--- src/rtl/lcd_display_scan.sv ---
`default_nettype none
// ============================================================================
// Module   : lcd_display_scan
// Purpose  : Walks display slots 1..NUM_SLOTS once per frame, queries a client
//            for each slot, compares the answer against a per-slot shadow copy
//            and pushes render entries downstream only for slots that changed
//            (or for every slot when the shadow is stale or the frame is forced).
// Ports    : clk, resetn (sync, active-low)
//            scan_enable, force_refresh          - frame control
//            display_number / display_valid,
//            display_name, display_value         - client query/response
//            entry_valid/ready, entry_index,
//            entry_name, entry_value, entry_blank- downstream render entry
//            frame_done                          - end-of-frame pulse
// Revision : 1.0 - initial release
// ============================================================================
module lcd_display_scan #(
  parameter int NUM_SLOTS = 44,
  parameter int SETTLE    = 1
) (
  input  logic        clk,
  input  logic        resetn,
  input  logic        scan_enable,
  input  logic        force_refresh,
  output logic [5:0]  display_number,
  input  logic        display_valid,
  input  logic [39:0] display_name,
  input  logic [31:0] display_value,
  output logic        entry_valid,
  input  logic        entry_ready,
  output logic [5:0]  entry_index,
  output logic [39:0] entry_name,
  output logic [31:0] entry_value,
  output logic        entry_blank,
  output logic        frame_done
);

  typedef enum logic [2:0] {
    S_IDLE = 3'd0,
    S_ADDR = 3'd1,
    S_WAIT = 3'd2,
    S_CMP  = 3'd3,
    S_PUSH = 3'd4,
    S_DONE = 3'd5
  } state_t;

  localparam logic [5:0] LAST_IDX  = 6'(NUM_SLOTS);
  // WAIT holds SETTLE cycles; the counter counts down to zero inclusive.
  localparam logic [1:0] WAIT_INIT = 2'((SETTLE > 0) ? SETTLE - 1 : 0);

  state_t       state_q;
  logic [5:0]   idx_q;
  logic [1:0]   wait_q;
  logic         pending_q;   // force_refresh seen, waiting for next frame
  logic         forced_q;    // current frame pushes every slot
  logic [NUM_SLOTS-1:0] stale_q;

  logic [5:0]   display_number_q;
  logic         entry_valid_q;
  logic [5:0]   entry_index_q;
  logic [39:0]  entry_name_q;
  logic [31:0]  entry_value_q;
  logic         entry_blank_q;
  logic         frame_done_q;

  logic         samp_valid_q;
  logic [39:0]  samp_name_q;
  logic [31:0]  samp_value_q;

  logic         sh_valid_q [NUM_SLOTS];
  logic [39:0]  sh_name_q  [NUM_SLOTS];
  logic [31:0]  sh_value_q [NUM_SLOTS];

  logic [5:0]   slot_sel;
  logic         differs;
  logic         push_hit;
  logic         xfer;

  assign slot_sel = idx_q - 6'd1;

  // Name/value only matter for a valid slot; an invalid slot that stays
  // invalid is unchanged regardless of what the client leaves on the bus.
  assign differs  = (display_valid != sh_valid_q[slot_sel]) ||
                    (display_valid && ((display_name  != sh_name_q[slot_sel]) ||
                                       (display_value != sh_value_q[slot_sel])));
  assign push_hit = differs || stale_q[slot_sel] || forced_q;
  assign xfer     = (state_q == S_PUSH) && entry_ready;

  always_ff @(posedge clk) begin
    if (!resetn) begin
      state_q          <= S_IDLE;
      idx_q            <= 6'd0;
      wait_q           <= 2'd0;
      pending_q        <= 1'b0;
      forced_q         <= 1'b0;
      stale_q          <= '1;
      display_number_q <= 6'd0;
      entry_valid_q    <= 1'b0;
      entry_index_q    <= 6'd0;
      entry_name_q     <= 40'd0;
      entry_value_q    <= 32'd0;
      entry_blank_q    <= 1'b0;
      frame_done_q     <= 1'b0;
      samp_valid_q     <= 1'b0;
      samp_name_q      <= 40'd0;
      samp_value_q     <= 32'd0;
    end else begin
      frame_done_q <= 1'b0;
      if (force_refresh) begin
        pending_q <= 1'b1;
      end
      case (state_q)
        S_IDLE: begin
          display_number_q <= 6'd0;
          if (scan_enable) begin
            idx_q     <= 6'd1;
            forced_q  <= pending_q | force_refresh;
            pending_q <= 1'b0;
            state_q   <= S_ADDR;
          end
        end
        S_ADDR: begin
          display_number_q <= idx_q;
          wait_q           <= WAIT_INIT;
          state_q          <= (SETTLE == 0) ? S_CMP : S_WAIT;
        end
        S_WAIT: begin
          if (wait_q == 2'd0) begin
            state_q <= S_CMP;
          end else begin
            wait_q <= wait_q - 2'd1;
          end
        end
        S_CMP: begin
          samp_valid_q <= display_valid;
          samp_name_q  <= display_name;
          samp_value_q <= display_value;
          if (push_hit) begin
            entry_valid_q <= 1'b1;
            entry_index_q <= idx_q;
            entry_blank_q <= ~display_valid;
            entry_name_q  <= display_valid ? display_name  : 40'd0;
            entry_value_q <= display_valid ? display_value : 32'd0;
            state_q       <= S_PUSH;
          end else if (idx_q == LAST_IDX) begin
            frame_done_q <= 1'b1;
            state_q      <= S_DONE;
          end else begin
            idx_q   <= idx_q + 6'd1;
            state_q <= S_ADDR;
          end
        end
        S_PUSH: begin
          if (entry_ready) begin
            entry_valid_q     <= 1'b0;
            stale_q[slot_sel] <= 1'b0;
            if (idx_q == LAST_IDX) begin
              frame_done_q <= 1'b1;
              state_q      <= S_DONE;
            end else begin
              idx_q   <= idx_q + 6'd1;
              state_q <= S_ADDR;
            end
          end
        end
        S_DONE: begin
          display_number_q <= 6'd0;
          forced_q         <= 1'b0;
          state_q          <= S_IDLE;
        end
        default: state_q <= S_IDLE;
      endcase
    end
  end

  // Shadow copy is updated only when the downstream actually takes the entry.
  always_ff @(posedge clk) begin
    if (resetn && xfer) begin
      sh_valid_q[slot_sel] <= samp_valid_q;
      sh_name_q[slot_sel]  <= samp_name_q;
      sh_value_q[slot_sel] <= samp_value_q;
    end
  end

  assign display_number = display_number_q;
  assign entry_valid    = entry_valid_q;
  assign entry_index    = entry_index_q;
  assign entry_name     = entry_name_q;
  assign entry_value    = entry_value_q;
  assign entry_blank    = entry_blank_q;
  assign frame_done     = frame_done_q;

endmodule
`default_nettype wire
--- config.mk ---
export PLATFORM = sky130hd
export DESIGN_NAME = lcd_display_scan
export DESIGN_NICKNAME = d
export VERILOG_FILES = /design/src/rtl/lcd_display_scan.sv
export SDC_FILE = /design/constraint.sdc
export NUM_CORES = 2
export LEC_CHECK = 0
export BUFFER_PORTS_ARGS = -buffer_cell sky130_fd_sc_hd__buf_2
export CAP_MARGIN = 10
export CORE_ASPECT_RATIO = 1.25
export CORE_MARGIN = 3
export CORE_UTILIZATION = 45
export CTS_BUF_LIST = sky130_fd_sc_hd__clkbuf_4 sky130_fd_sc_hd__clkbuf_8 sky130_fd_sc_hd__clkbuf_16
export CTS_CLUSTER_DIAMETER = 150
export DETAILED_ROUTE_END_ITERATION = 10
export GPL_ROUTABILITY_DRIVEN = 0
export GPL_TIMING_DRIVEN = 1
export PLACE_DENSITY_LB_ADDON = 0.2
export SYNTH_ARGS = -nofsm -noshare
export SYNTH_HDL_FRONTEND = slang
export SYNTH_SLANG_ARGS = --single-unit
--- constraint.sdc ---
create_clock -name clk -period 10.2 [get_ports clk]
set_input_delay 0.51 -clock clk [delete_from_list [all_inputs] [get_ports clk]]
set_output_delay 0.51 -clock clk [all_outputs]
set_load 0.01 [all_outputs]
==> impl_summary.txt <==
----------------------------------------------------
[Synthesis]
  Flip-flop and latch count after synthesis ... 3429
  Asr flop ratio synth ... 0
  Mapped Cells ... 7515
  Leading area contributor after synthesis ... edfxtp_1
  Post-synthesis cell type count ... 85
  Top flip-flop cell by instance count after synthesis ... edfxtp_1
  Top cells by area in the synthesized netlist ... edfxtp_1 (73%), mux4_2 (9.0%), dfxtp_1 (3.3%)
  Area share of the largest cell type after synthesis ... 0.7284
  Synth Cell Area ... 132400 µm²
  Mapped Nets ... 7596
  Sequential area share after synthesis ... 0.7612
  Number of synthesized flops with an enable pin ... 3212
  Commonest cells in the netlist ... edfxtp_1 (3212), nand2_1 (1157), mux4_2 (529), nand3_1 (349), mux2i_1 (250)
  Mean instance size in the synthesized netlist ... 17.62 µm²
  Cell with the most instances after synthesis ... edfxtp_1
  Total of warnings raised by yosys ... 0

[Clock network]
  Cell chosen for the clock root ... clkbuf_16
  Total CTS buffers ... 337
  # H-tree levels ... 5
  CTS tree ... built
  Total number of clock tree sinks ... 3429
  Clock slew seen by the registers of the worst setup and hold paths ... 0.06 ns
  Worst skew pair latency ... 0.93 ns
  Clock Path Buffers ... 4

[Die]
  Area of the core ... 292800 µm²
  I/O pin count ... 165
  Starting density of the core ... 0.4523
  Die Span Y ... 612.5 µm
  Width of the die ... 491.2 µm
  Area enclosed by the die boundary ... 300800 µm²
  Core Rows ... 222

[Worst setup path]
  Top fanout value on the critical path ... 85
  R2r setup slk ... 1.42 ns
  Critical Path Sink Type ... flip-flop
  Worst setup path endpoint ... entry_name[23]
  Critical path data arrival time ... 9.53 ns
  Worst Setup Path Type ... flip-flop to flip-flop
  Capturing point of the worst reg2reg path ... entry_name[23]
  First element of the critical path ... idx_q[0]
  Crit Reg-Reg Startpoint ... idx_q[0]
  CP Data Required Time ... 10.95 ns
  CP startpoint kind ... flip-flop
  Depth of the worst register-to-register path ... 19

[Timing]
  Setup violations, final ... 0
  Transition time at the pin with the least slew margin ... 1.368 ns
  Skew final ... 0.07474 ns
  RSZ-0062 raised after global routing ... no
  Final sum of negative setup slack ... 0 ns
  Post-layout minimum cycle time ... 8.783 ns
  Final-report max-slew violation count ... 0
  Part of the cycle the worst path needs ... 0.8611
  Max-Slew Margin vs Limit ... 0.08784
  Hold slack final ... 0.04270 ns
  Final hold vios ... 0
  Fmax ... 113.9 MHz

[Flow run]
  Max-Cap Viols ... 0

[Global routing]
  Vias in the first global route ... 74830
  Global-route usage over all layers ... 0.2856
  GRT Residual Overflow ... 0
  Global-route wire length before repair ... 601500 µm
  Maximum number of pins on one net before global-route repair ... 131
  Number of antenna violations at the first check in global routing ... 11

[Pwr]
  Combinational share of power ... 0.198
  Internal power ... 0.02531 W
  Total Power Consumption ... 0.03528 W
  Sw Pwr ... 0.009976 W
  Sequential share of power ... 0.443
  Largest voltage drop on the vdd net ... 0.1955 mV
  Static Leak ... 50.05 nW
  Share of power burned in the clock network ... 0.359
  Fraction of power spent switching nets ... 0.2828
  PwrDens ... 233.8 nW/µm²

[Run status]
  Result of the run ... finished, final reports clean

[Routing]
  DR pass1 iterations ... 6
  Number of DRC markers after the initial detailed-route iteration ... 10880
  Remaining antenna violation count after routing ... 0
  Post-detailed-routing wire length ... 437700 µm
  Vias post-DR ... 76770
  Number of DRC violations after detailed routing ... 0
  Via density ... 6.347
  WL/cell ... 36.19 µm

[Hold path]
  Hold crit path type ... input pin to flip-flop
  WHS Path Cells ... 3

[Place]
  Quantity of I/O buffers inserted on ports ... 164
  Cell area after placement ... 138700 µm²
  Detailed-placement wirelength estimate ... 228900 µm

[Finish]
  Area of all placed cells without fillers ... 150900 µm²
  Area growth from synthesis to layout ... 13.97%
  Total Nets Final ... 7979
  Fraction of layout cells with a size suffix above 1 ... 0.2037

----------------------------------------------------
-- per-stage QoR --
stage / setup slack, ns / instances / utilization
floorplan: 1.008 / 7515 / -
global placement: 1.516 / 11400 / 0.4735
finish: 1.417 / 12100 / 0.5155
global route: 1.226 / 12090 / 0.5155
detailed placement: 1.573 / 11400 / 0.4737
CTS: 1.547 / 12080 / 0.5144
-- flip-flops by register name, indices dropped and copies added, names as in the netlist, 2 cells and up --
name,count
samp_name_q,40
entry_index,6
state_q,3
samp_value_q,32
sh_value_q,1408
stale_q,44
display_number,6
entry_name,40
entry_value,32
sh_valid_q,44
wait_q,2
sh_name_q,1760
idx_q,6
-- worst min-delay path by stage --
stage	startpoint	endpoint
global route	display_value[30]	samp_value_q[30]
global placement	stale_q[42]	stale_q[42]
detailed placement	stale_q[40]	stale_q[40]
floorplan	pending_q	pending_q
finish	display_value[31]	samp_value_q[31]
CTS	display_value[31]	samp_value_q[31]
-- worst max-delay path, stage by stage, from the launching register on --
cell       delay (ns)
dfxtp_4          0.89
inv_4            0.10
ha_4             0.48
buf_12           0.36
nor2_4           0.41
buf_4            0.66
buf_4            0.69
nand3_1          0.15
a41oi_1          0.27
a2111oi_0        0.11
buf_4            0.23
xnor2_1          0.24
nand4_1          0.53
nor4_1           1.02
buf_4            0.25
nand4_2          0.30
nand2_1          0.64
nor3_4           0.04
buf_4            0.41
a22o_1           0.45
-- cell usage in the layout, fill, tap and decap left out, types with 164 or more instances in the layout --
master,netlist,layout
clkbuf_16,0,351
nand2_1,1157,1155
nand3_1,349,349
buf_4,51,238
mux4_2,529,529
a21oi_1,194,192
edfxtp_1,3212,3212
dfxtp_1,217,197
mux2i_1,250,250
buf_2,215,164
-- cells by family after synthesis --
| group | share of synthesized area |
|---|---|
| xor+xnor | 0.003364 |
| fa+ha+maj | 0.0002835 |
| buf+inv | 0.01853 |
| mux | 0.1103 |
| flops | 0.7612 |
| simple gates | 0.06459 |
| compound gates | 0.04170 |
-- power by group through the flow --
stage | logic (W) | clock network (W) | registers, W
finish | 0.00697 | 0.0127 | 0.0156
global route | 0.00728 | 0.0133 | 0.0156
CTS | 0.00688 | 0.0128 | 0.0157
detailed placement | 0.00684 | 0 | 0.0160
global placement | 0.00681 | 0 | 0.0160
floorplan | 0.00438 | 0 | 0.0160
-- area by class of cell --
cell class,instances,area [µm²]
sequential,3429,100800
clock buffer,482,10000
timing repair buffer,503,4009
antenna,3,7.507
inverter,62,247.7
multi-input combinational,3565,29690
clock inverter,131,1224
tap,3920,4905
fill,23510,141900
-- metal layers --
| layer | wire [µm] | vias up | global-route usage |
|---|---|---|---|
| met5 | 23 | - | 0 |
| met1 | 162900 | 40450 | 0.3787 |
| li1 | - | 30570 | - |
| met2 | 210600 | 4788 | 0.4663 |
| met4 | 22640 | 4 | 0.1272 |
| met3 | 41540 | 954 | 0.04766 |
-- what timing repair did --
| action | in CTS | in global routing |
|---|---|---|
| hold buffers | 68 | 0 |
| resized for setup | 0 | 0 |
| setup buffers | 0 | 0 |
| endpoints found under the hold margin | 113 | 0 |
No activity file was read; power rests on OpenSTA's default activity.
